### src/rtl/inst_sequencer.sv
// Fixed-program instruction sequencer for the attention fullchip: K load, execute, normalize, readout.
// Define INST_SEQ_READOUT_EN to compile in the READOUT phase (pmem_rd sweep); default build omits it.
module inst_sequencer #(
  parameter int COL         = 8,
  parameter int TOTAL_CYCLE = 8,
  parameter int GAP         = 10
) (
  input  logic        clk,
  input  logic        reset,
  input  logic        start,
  input  logic        abort,
  output logic [20:0] inst,
  output logic        busy,
  output logic        done
);

  localparam logic [3:0] S_IDLE    = 4'd0;
  localparam logic [3:0] S_KLOAD   = 4'd1;
  localparam logic [3:0] S_KEND    = 4'd2;
  localparam logic [3:0] S_GAP1    = 4'd3;
  localparam logic [3:0] S_EXEC    = 4'd4;
  localparam logic [3:0] S_GAP2    = 4'd5;
  localparam logic [3:0] S_NORM    = 4'd6;
`ifdef INST_SEQ_READOUT_EN
  localparam logic [3:0] S_READOUT = 4'd7;
`endif
  localparam logic [3:0] S_DONE    = 4'd8;

  localparam logic [3:0] K_LAST = 4'(COL + 1);
  localparam logic [3:0] E_LAST = 4'(TOTAL_CYCLE);
  localparam logic [3:0] N_LAST = 4'(TOTAL_CYCLE - 1);
  localparam logic [7:0] G_LAST = 8'(GAP - 1);

  logic [3:0]  r_state;
  logic [3:0]  r_cnt;
  logic [1:0]  r_sub;
  logic [7:0]  r_gap;
  logic [20:0] r_inst;
  logic        r_busy;
  logic        r_done;

  logic [3:0]  w_stateNext;
  logic [3:0]  w_cntNext;
  logic [1:0]  w_subNext;
  logic [7:0]  w_gapNext;
  logic [20:0] w_instNext;
  logic        w_busyNext;
  logic        w_doneNext;

  // r_cnt is shared as k, e, n and r; r_sub steps the four NORM sub-steps of each row.
  always_comb begin
    w_stateNext = r_state;
    w_cntNext   = r_cnt;
    w_subNext   = r_sub;
    w_gapNext   = r_gap;
    if (abort) begin
      w_stateNext = S_IDLE;
      w_cntNext   = 4'd0;
      w_subNext   = 2'd0;
      w_gapNext   = 8'd0;
    end else begin
      case (r_state)
        S_IDLE: begin
          if (start) begin
            w_stateNext = S_KLOAD;
            w_cntNext   = 4'd0;
          end
        end
        S_KLOAD: begin
          if (r_cnt == K_LAST) begin
            w_stateNext = S_KEND;
            w_cntNext   = 4'd0;
          end else begin
            w_cntNext = r_cnt + 4'd1;
          end
        end
        S_KEND: begin
          w_stateNext = S_GAP1;
          w_gapNext   = 8'd0;
        end
        S_GAP1: begin
          if (r_gap == G_LAST) begin
            w_stateNext = S_EXEC;
            w_cntNext   = 4'd0;
          end else begin
            w_gapNext = r_gap + 8'd1;
          end
        end
        S_EXEC: begin
          if (r_cnt == E_LAST) begin
            w_stateNext = S_GAP2;
            w_gapNext   = 8'd0;
          end else begin
            w_cntNext = r_cnt + 4'd1;
          end
        end
        S_GAP2: begin
          if (r_gap == G_LAST) begin
            w_stateNext = S_NORM;
            w_cntNext   = 4'd0;
            w_subNext   = 2'd0;
          end else begin
            w_gapNext = r_gap + 8'd1;
          end
        end
        S_NORM: begin
          w_subNext = r_sub + 2'd1;
          if (r_sub == 2'd3) begin
            if (r_cnt == N_LAST) begin
              w_cntNext = 4'd0;
`ifdef INST_SEQ_READOUT_EN
              w_stateNext = S_READOUT;
`else
              w_stateNext = S_DONE;
`endif
            end else begin
              w_cntNext = r_cnt + 4'd1;
            end
          end
        end
`ifdef INST_SEQ_READOUT_EN
        S_READOUT: begin
          if (r_cnt == E_LAST) begin
            w_stateNext = S_DONE;
            w_cntNext   = 4'd0;
          end else begin
            w_cntNext = r_cnt + 4'd1;
          end
        end
`endif
        default: w_stateNext = S_IDLE;
      endcase
    end
  end

  // Outputs are decoded from the next state so the registered inst lines up with the state it describes.
  always_comb begin
    w_instNext = 21'd0;
    case (w_stateNext)
      S_KLOAD: begin
        w_instNext[6] = 1'b1;
        if (w_cntNext != 4'd0) begin
          w_instNext[3]     = 1'b1;
          w_instNext[15:12] = w_cntNext - 4'd1;
        end
      end
      S_KEND: w_instNext[6] = 1'b1;
      S_EXEC: begin
        w_instNext[7]     = 1'b1;
        w_instNext[5]     = 1'b1;
        w_instNext[15:12] = w_cntNext;
      end
      S_NORM: begin
        case (w_subNext)
          2'd0: w_instNext[16] = (w_cntNext != 4'd0);
          2'd1: w_instNext[18] = 1'b1;
          2'd2: begin
            w_instNext[19] = 1'b1;
            w_instNext[20] = 1'b1;
          end
          default: begin
            w_instNext[0]    = 1'b1;
            w_instNext[11:8] = w_cntNext;
          end
        endcase
      end
`ifdef INST_SEQ_READOUT_EN
      S_READOUT: begin
        w_instNext[1]    = 1'b1;
        w_instNext[11:8] = w_cntNext;
      end
`endif
      default: w_instNext = 21'd0;
    endcase
    w_busyNext = (w_stateNext != S_IDLE) && (w_stateNext != S_DONE);
    w_doneNext = (w_stateNext == S_DONE);
  end

  always_ff @(posedge clk or posedge reset) begin
    if (reset) begin
      r_state <= S_IDLE;
      r_cnt   <= 4'd0;
      r_sub   <= 2'd0;
      r_gap   <= 8'd0;
      r_inst  <= 21'd0;
      r_busy  <= 1'b0;
      r_done  <= 1'b0;
    end else begin
      r_state <= w_stateNext;
      r_cnt   <= w_cntNext;
      r_sub   <= w_subNext;
      r_gap   <= w_gapNext;
      r_inst  <= w_instNext;
      r_busy  <= w_busyNext;
      r_done  <= w_doneNext;
    end
  end

  assign inst = r_inst;
  assign busy = r_busy;
  assign done = r_done;

endmodule
### config.mk
export PLATFORM = sky130hd
export DESIGN_NAME = inst_sequencer
export DESIGN_NICKNAME = d
export VERILOG_FILES = /design/src/rtl/inst_sequencer.sv
export SDC_FILE = /design/constraint.sdc
export NUM_CORES = 1
export LEC_CHECK = 0
export BUFFER_PORTS_ARGS = -buffer_cell sky130_fd_sc_hd__buf_2
export CORE_MARGIN = 1
export CORE_UTILIZATION = 40
export CTS_CLUSTER_DIAMETER = 80
export CTS_CLUSTER_SIZE = 14
export DETAILED_ROUTE_END_ITERATION = 8
export PLACE_DENSITY = 0.57
export SETUP_SLACK_MARGIN = 0.5
export SYNTH_ARGS = -nofsm -noshare
export SYNTH_HDL_FRONTEND = slang
export SYNTH_SLANG_ARGS = --single-unit
### constraint.sdc
create_clock -name clk -period 6.7 [get_ports clk]
set_input_delay 0.335 -clock clk [delete_from_list [all_inputs] [get_ports clk]]
set_output_delay 0.335 -clock clk [all_outputs]
set_load 0.005 [all_outputs]
==> results.toml, run 1 <==
[run_status]
status = "completed"

[route]
drt_drc_violations_left = 0
detail_route.wirelength_um = 4450
vias_per_cell = 5.44
ant_nets = 0
num_vias = 1658
drt_iter0_markers = 99
detail_route.first_pass.iterations = 6
route.detailed.wl_per_inst_um = 14.6

[timing]
hold-worst-slack_ns = 0.126
rsz0062_at_grt = "no"
period_minus_slack_ns = 2.69
report.final.setup_viol = 0
hold_violations = 0
final.setup_skew_ns = 0.00958
post_route_clock_period_utilization_pct = 40.2
max_slew_margin_pct = 37.7
max_slew.worst_pin.slew_ns = 0.920
final.setup.tns_ns = 0
layout_setup_ws_ns = 4.01
fmax_ghz = 0.371
final_max_slew_viol_count = 0

[place]
preCtsSetupSlack_ns = 4.03
place_hpwl_um = 3270
gpl.final_weighted_congestion = 0.880
placedCellCount = 297
placedInstanceArea_um2 = 2200
port_buffers = 22

[yosys]
synthesized_instance_count = 219
yosys_warnings = 0
synth_area_um2 = 2080
post_synthesis_sequential_element_count = 35
yosysUniqueCellTypes = 64
number_of_enable_type_register_cells_in_the_synthesized_netlist = 0
ys.flop_type = "sky130_fd_sc_hd__dfrtp_1"
synth.yosys.seq_area_share_pct = 42.2
average_footprint_of_a_synthesized_cell_um2 = 9.48
synth_async_sr_flop_share_pct = 100

[clock_tree]
numCtsBuffers = 5
cts_hold_repair.buffers = 0
clk_pin_slew_ns = 0.07
cts_repair_resize_count = 0
post-cts-setup-buffer-count = 0
maximum_level_of_the_cts_h_tree = 2
cts_max_path_buffers = 2
clock_tree_from_tritoncts = "done"
clkSinkCount = 35
cts-root-buf = "sky130_fd_sc_hd__clkbuf_8"
clk-insertion-delay-late_ns = 0.29

[setup_path]
kind_of_launch_point_of_the_worst_setup_path = "flop"
worstPathRequired_ns = 6.86
worstSetupEndpointType = "flop"
critPathMaxFanout = 5
setup.worst_path.class = "reg -> reg"
arrival_time_reported_for_the_critical_path_endpoint_ns = 2.85
cp_slowest_cell = "sky130_fd_sc_hd__a311o_2"
delay_of_the_slowest_critical_path_stage_ns = 0.45
path_cells = "inv_1 -> ha_1 -> nor4b_4 -> a211oi_2 -> a311o_2 -> a211oi_4 -> inv_2 -> nor4_4 -> nor3_1"
timing.critical_path.max_delay_family = "compound AO/OA/AOI/OAI gates"
worst_reg2reg_setup_slack_ns = 4.01
critical_path.n_buffers_inverters = 2

[power_and_ir_drop]
static-leakage-power_nw = 1.07
vdd.ir_drop.worst_mv = 0.0934
design_power_total_mw = 0.476
p_per_area_nw_per_um2 = 204

[global_routing]
grt_start_max_net_pins = 36
gr-total-overflow = 0
antenna_found_initial = 0
vias_in_the_first_global_route = 1506
global_route.usage.total_pct = 18.4
grt_first_pass_wirelength_um = 7510

[finish]
post-route-util_pct = 48.3
fillers = 473
final_common_cell = "sky130_fd_sc_hd__dfrtp_1"
layout_common_cells = "sky130_fd_sc_hd__dfrtp_1 (35), sky130_fd_sc_hd__buf_2 (22), sky130_fd_sc_hd__nor2_1 (21)"
finish.net_count = 247
drive_above_1_share_pct = 20.6
area_growth_pct = 12.7
antennaDiodeCount = 0
instances_no_fill = 305
fin_area_um2 = 2340

[hold_path]
hp-class = "in -> async"

[die]
die_x_um = 74.1
floorplan.rows = 25
pin_count = 27
initial_utilization_pct = 42.8
coreArea_um2 = 4850
fp.dieH_um = 74.1
design.die.area_um2 = 5480

[flow_run]
timing.max_cap.violations = 0
## final cells by class
cell class	instances	area [um2]	area share, %
flip-flops and latches	35	876	37.4
multi-input cells	157	1070	45.7
clock buffers	5	68.8	2.94
clock inverters	3	67.6	2.89
well taps	67	83.8	3.58
repair buffers	23	118	5.03
inverters	15	56.3	2.41
## sequential cells by signal, summed over array words and instances, names as in the netlist
name     cells
busy         1
done         1
inst        15
r_cnt        4
r_gap        8
r_state      4
r_sub        2
## where the power goes
group	internal (mW)	switching (mW)	total, mW	leakage [nW]
Clock	0.148	0.0791	0.227	0.0644
Sequential	0.214	0.00300	0.217	0.484
Combinational	0.0113	0.0209	0.0323	0.518
Total	0.373	0.103	0.476	1.07
## synth_stat cells, types with 2 or more instances
library cell | number | share of area [%]
sky130_fd_sc_hd__dfrtp_1 | 35 | 42
sky130_fd_sc_hd__nor2_1 | 21 | 3.8
sky130_fd_sc_hd__nand2_1 | 16 | 2.9
sky130_fd_sc_hd__inv_1 | 12 | 2.2
sky130_fd_sc_hd__o21ai_0 | 8 | 1.9
sky130_fd_sc_hd__a21oi_1 | 7 | 1.7
sky130_fd_sc_hd__nand2b_1 | 7 | 2.1
sky130_fd_sc_hd__nand3_1 | 7 | 1.7
sky130_fd_sc_hd__xor2_1 | 7 | 3.0
sky130_fd_sc_hd__buf_2 | 6 | 1.4
sky130_fd_sc_hd__buf_4 | 6 | 2.2
sky130_fd_sc_hd__ha_1 | 6 | 3.6
sky130_fd_sc_hd__nor3_1 | 6 | 1.4
sky130_fd_sc_hd__nand4_1 | 5 | 1.5
sky130_fd_sc_hd__nor2b_1 | 5 | 1.5
sky130_fd_sc_hd__a211oi_1 | 3 | 1.1
sky130_fd_sc_hd__a32oi_1 | 3 | 1.3
sky130_fd_sc_hd__and2_1 | 3 | 0.90
sky130_fd_sc_hd__inv_2 | 3 | 0.54
sky130_fd_sc_hd__a21o_2 | 2 | 0.84
sky130_fd_sc_hd__a31oi_1 | 2 | 0.60
sky130_fd_sc_hd__and4_2 | 2 | 0.96
sky130_fd_sc_hd__clkbuf_1 | 2 | 0.36
sky130_fd_sc_hd__nand3b_1 | 2 | 0.72
sky130_fd_sc_hd__nor4b_1 | 2 | 0.84
sky130_fd_sc_hd__o211ai_1 | 2 | 0.72
sky130_fd_sc_hd__o41ai_1 | 2 | 0.84
## final timing paths
kind | from | end | depth (start not counted)
max in group asynchronous | reset | r_gap[7] | 3
worst max-delay path | r_gap[1] | inst[16] | 9
worst min register to register | r_gap[1] | r_gap[1] | 2
worst min-delay path | reset | done | 3
worst max register to register | r_gap[1] | inst[16] | 9
min in group clk | abort | inst[19] | 2
## tightest hold or removal path: cells and delay by family
| family | cells | cell delay [ns] |
|---|---|---|
| buffers and inverters | 3 | 0.51 |
## cell families (layout without fill, tap and decap cells)
kind of cell / count (synthesis) / in the layout / synth area share [%]
xor gates and xnor gates: 8 / 8 / 3.37
adders and majority gates: 6 / 6 / 3.61
buffers and inverters: 30 / 46 / 6.87
other: 1 / 4 / 0.181
DFF: 35 / 35 / 42.2
and+or+nand+nor: 92 / 92 / 26.7
AOI/OAI and AO/OA: 47 / 47 / 17.0
## routing by layer
metal	routed length, um	vias to the layer above	track usage, %
met3	255	5	4.47
met5	0	-	0
met4	42	0	5.77
met1	2210	801	26.5
li1	-	808	-
met2	1940	44	27.1
Power figures use the tool's default switching activity.
==> inputs of run 2 (changes only) <==
--- a/config.mk
+++ b/config.mk
@@ -11,7 +11,7 @@
 export CTS_CLUSTER_DIAMETER = 80
 export CTS_CLUSTER_SIZE = 14
 export DETAILED_ROUTE_END_ITERATION = 8
-export PLACE_DENSITY = 0.57
+export PLACE_DENSITY = 0.59
 export SETUP_SLACK_MARGIN = 0.5
 export SYNTH_ARGS = -nofsm -noshare
 export SYNTH_HDL_FRONTEND = slang
==> constraint.sdc (replaced) <==
create_clock -name clk -period 2.4 [get_ports clk]
set_input_delay 0.12 -clock clk [delete_from_list [all_inputs] [get_ports clk]]
set_output_delay 0.12 -clock clk [all_outputs]
set_load 0.005 [all_outputs]
==> results.toml, run 2 (same netlist as run 1, synthesis figures left out) <==
[flow_run]
timing.max_cap.violations = 0

[setup_path]
kind_of_launch_point_of_the_worst_setup_path = "flop"
path_cells = "inv_1 -> ha_2 -> nor4b_4 -> a211oi_2 -> a311o_2 -> o21ai_2 -> a21o_2 -> inv_4 -> nor4_4 -> o31ai_1"
delay_of_the_slowest_critical_path_stage_ns = 0.40
worstPathRequired_ns = 2.57
cp_slowest_cell = "sky130_fd_sc_hd__a311o_2"
setup.worst_path.class = "reg -> reg"
critPathMaxFanout = 4
arrival_time_reported_for_the_critical_path_endpoint_ns = 2.45
ff2ff_path_depth = 10
worstSetupEndpointType = "flop"

[power_and_ir_drop]
p_per_area_nw_per_um2 = 452
design_power_total_mw = 1.29
vdd.ir_drop.worst_mv = 0.263
static-leakage-power_nw = 1.32

[die]
fp.dieH_um = 74.1
die_x_um = 74.1
initial_utilization_pct = 42.8
floorplan.rows = 25
design.die.area_um2 = 5480
coreArea_um2 = 4850
pin_count = 27

[finish]
instances_no_fill = 346
finish.net_count = 288
layout_common_cells = "sky130_fd_sc_hd__buf_4 (36), sky130_fd_sc_hd__dfrtp_1 (32), sky130_fd_sc_hd__buf_2 (22)"
regArea_um2 = 880
final_common_cell = "sky130_fd_sc_hd__buf_4"
drive_above_1_share_pct = 46.2
antennaDiodeCount = 0
area_growth_pct = 37.7
fillers = 418
largest_reg_flops = 15
multi_input_area_um2 = 1270

[global_routing]
vias_in_the_first_global_route = 1725
globalRoute.busiestLayer = "met2"
grt_first_pass_wirelength_um = 8540
global_route.usage.total_pct = 21.1
grt_start_max_net_pins = 36
antenna_found_initial = 0
grt_use_met2_pct = 30.8
met1_layer_usage_reported_by_global_route_pct = 29.8
grtUsageMet3_pct = 6.37
gr-total-overflow = 0

[place]
port_buffers = 22
gpl.final_weighted_congestion = 0.877
placedCellCount = 325
place_hpwl_um = 3700
preCtsSetupSlack_ns = 0.0740

[route]
drt_drc_violations_left = 0
detail_route.first_pass.iterations = 5
drt_iter0_markers = 143
route.detailed.wl_per_inst_um = 15.7
detail_route.wirelength_um = 5420
ant_nets = 0
vias_per_cell = 5.29
num_vias = 1829

[timing]
rsz0062_at_grt = "yes"
period_minus_slack_ns = 2.27
hold-worst-slack_ns = 0.198
final.setup.tns_ns = 0
hold_violations = 0
post_route_clock_period_utilization_pct = 94.7
final.setup_skew_ns = 0.00508
final_max_slew_viol_count = 0
fmax_ghz = 0.440
report.final.setup_viol = 0
layout_setup_ws_ns = 0.127

[clock_tree]
cts-root-buf = "sky130_fd_sc_hd__clkbuf_8"
clkSinkCount = 35
numCtsBuffers = 5
maximum_level_of_the_cts_h_tree = 2
clk_pin_slew_ns = 0.07
cts_max_path_buffers = 2
clock_tree_from_tritoncts = "done"
clk-insertion-delay-late_ns = 0.29

[hold_path]
hp-class = "in -> reg"
timing.hold.worst_path_depth = 3

[run_status]
status = "completed"
## run 2: cell types whose count changed in the layout (fill, tap and decap cells not counted), moves of 3 or more
cell	before	now
sky130_fd_sc_hd__a21oi_1	7	4
sky130_fd_sc_hd__a21oi_2	0	3
sky130_fd_sc_hd__buf_4	1	36
sky130_fd_sc_hd__buf_6	0	5
sky130_fd_sc_hd__dfrtp_1	35	32
sky130_fd_sc_hd__dfrtp_2	0	3
sky130_fd_sc_hd__ha_1	6	3
sky130_fd_sc_hd__inv_1	12	9
sky130_fd_sc_hd__nand2_1	16	13
sky130_fd_sc_hd__nor2_1	21	15
sky130_fd_sc_hd__nor2_2	0	6
sky130_fd_sc_hd__o21ai_0	8	5
sky130_fd_sc_hd__o21ai_2	1	4
## run 2: timing repair
item / 4_1_cts / 5_1_grt
setup endpoints to repair: 23 / 29
pin swaps: 11 / 18
hold endpoints to repair: 35 / 0
gates resized for setup: 13 / 36
hold buffers: 1 / 0
buffers inserted: 7 / 5
## run 2: final timing paths
check	startpoint	to	slack (ns)
setup / recovery	r_gap[1]	inst[12]	0.13
max in group asynchronous	reset	r_state[0]	1.60
min in group asynchronous	reset	inst[16]	0.47
hold / removal	abort	inst[19]	0.20
setup reg to reg	r_gap[1]	inst[12]	0.13
hold reg to reg	r_gap[7]	r_gap[7]	0.64
## run 2: worst max-delay path, delay by kind of cell (launching register included)
kind	cells	cell delay (ns)
and+or+nand+nor	2	0.57
DFF	1	0.38
adders and majority gates	1	0.17
AOI/OAI and AO/OA	5	0.94
buffers and inverters	2	0.11
## run 2: power breakdown
part           leakage (nW)  total (mW)  switching, mW  internal (mW)
Sequential            0.480       0.604        0.00716          0.597
Clock                0.0612       0.555          0.219          0.336
Combinational         0.779       0.133         0.0754         0.0572
## run 2: cell type report
| cell class | instances | area share [%] |
|---|---|---|
| Inverter | 15 | 2.06 |
| Sequential cell | 35 | 30.8 |
| Timing Repair Buffer | 64 | 15.6 |
| Clock inverter | 2 | 1.23 |
| Clock buffer | 6 | 2.89 |
| Multi-Input combinational cell | 157 | 44.5 |
| Tap cell | 67 | 2.93 |
## run 2: stage by stage
stage	utilization (%)	instance area (um2)
after detailed placement	50.8	2460
after CTS	55.5	2690
after floorplan	-	2140
final	59.0	2860
after global placement	50.8	2460
after global routing	59.0	2860
## run 2: per-layer routing
metal  routed length, um  up-vias
met5                   0        -
met1                2610      878
met3                 308        8
met4                  65        0
met2                2440       53
li1                    -      890
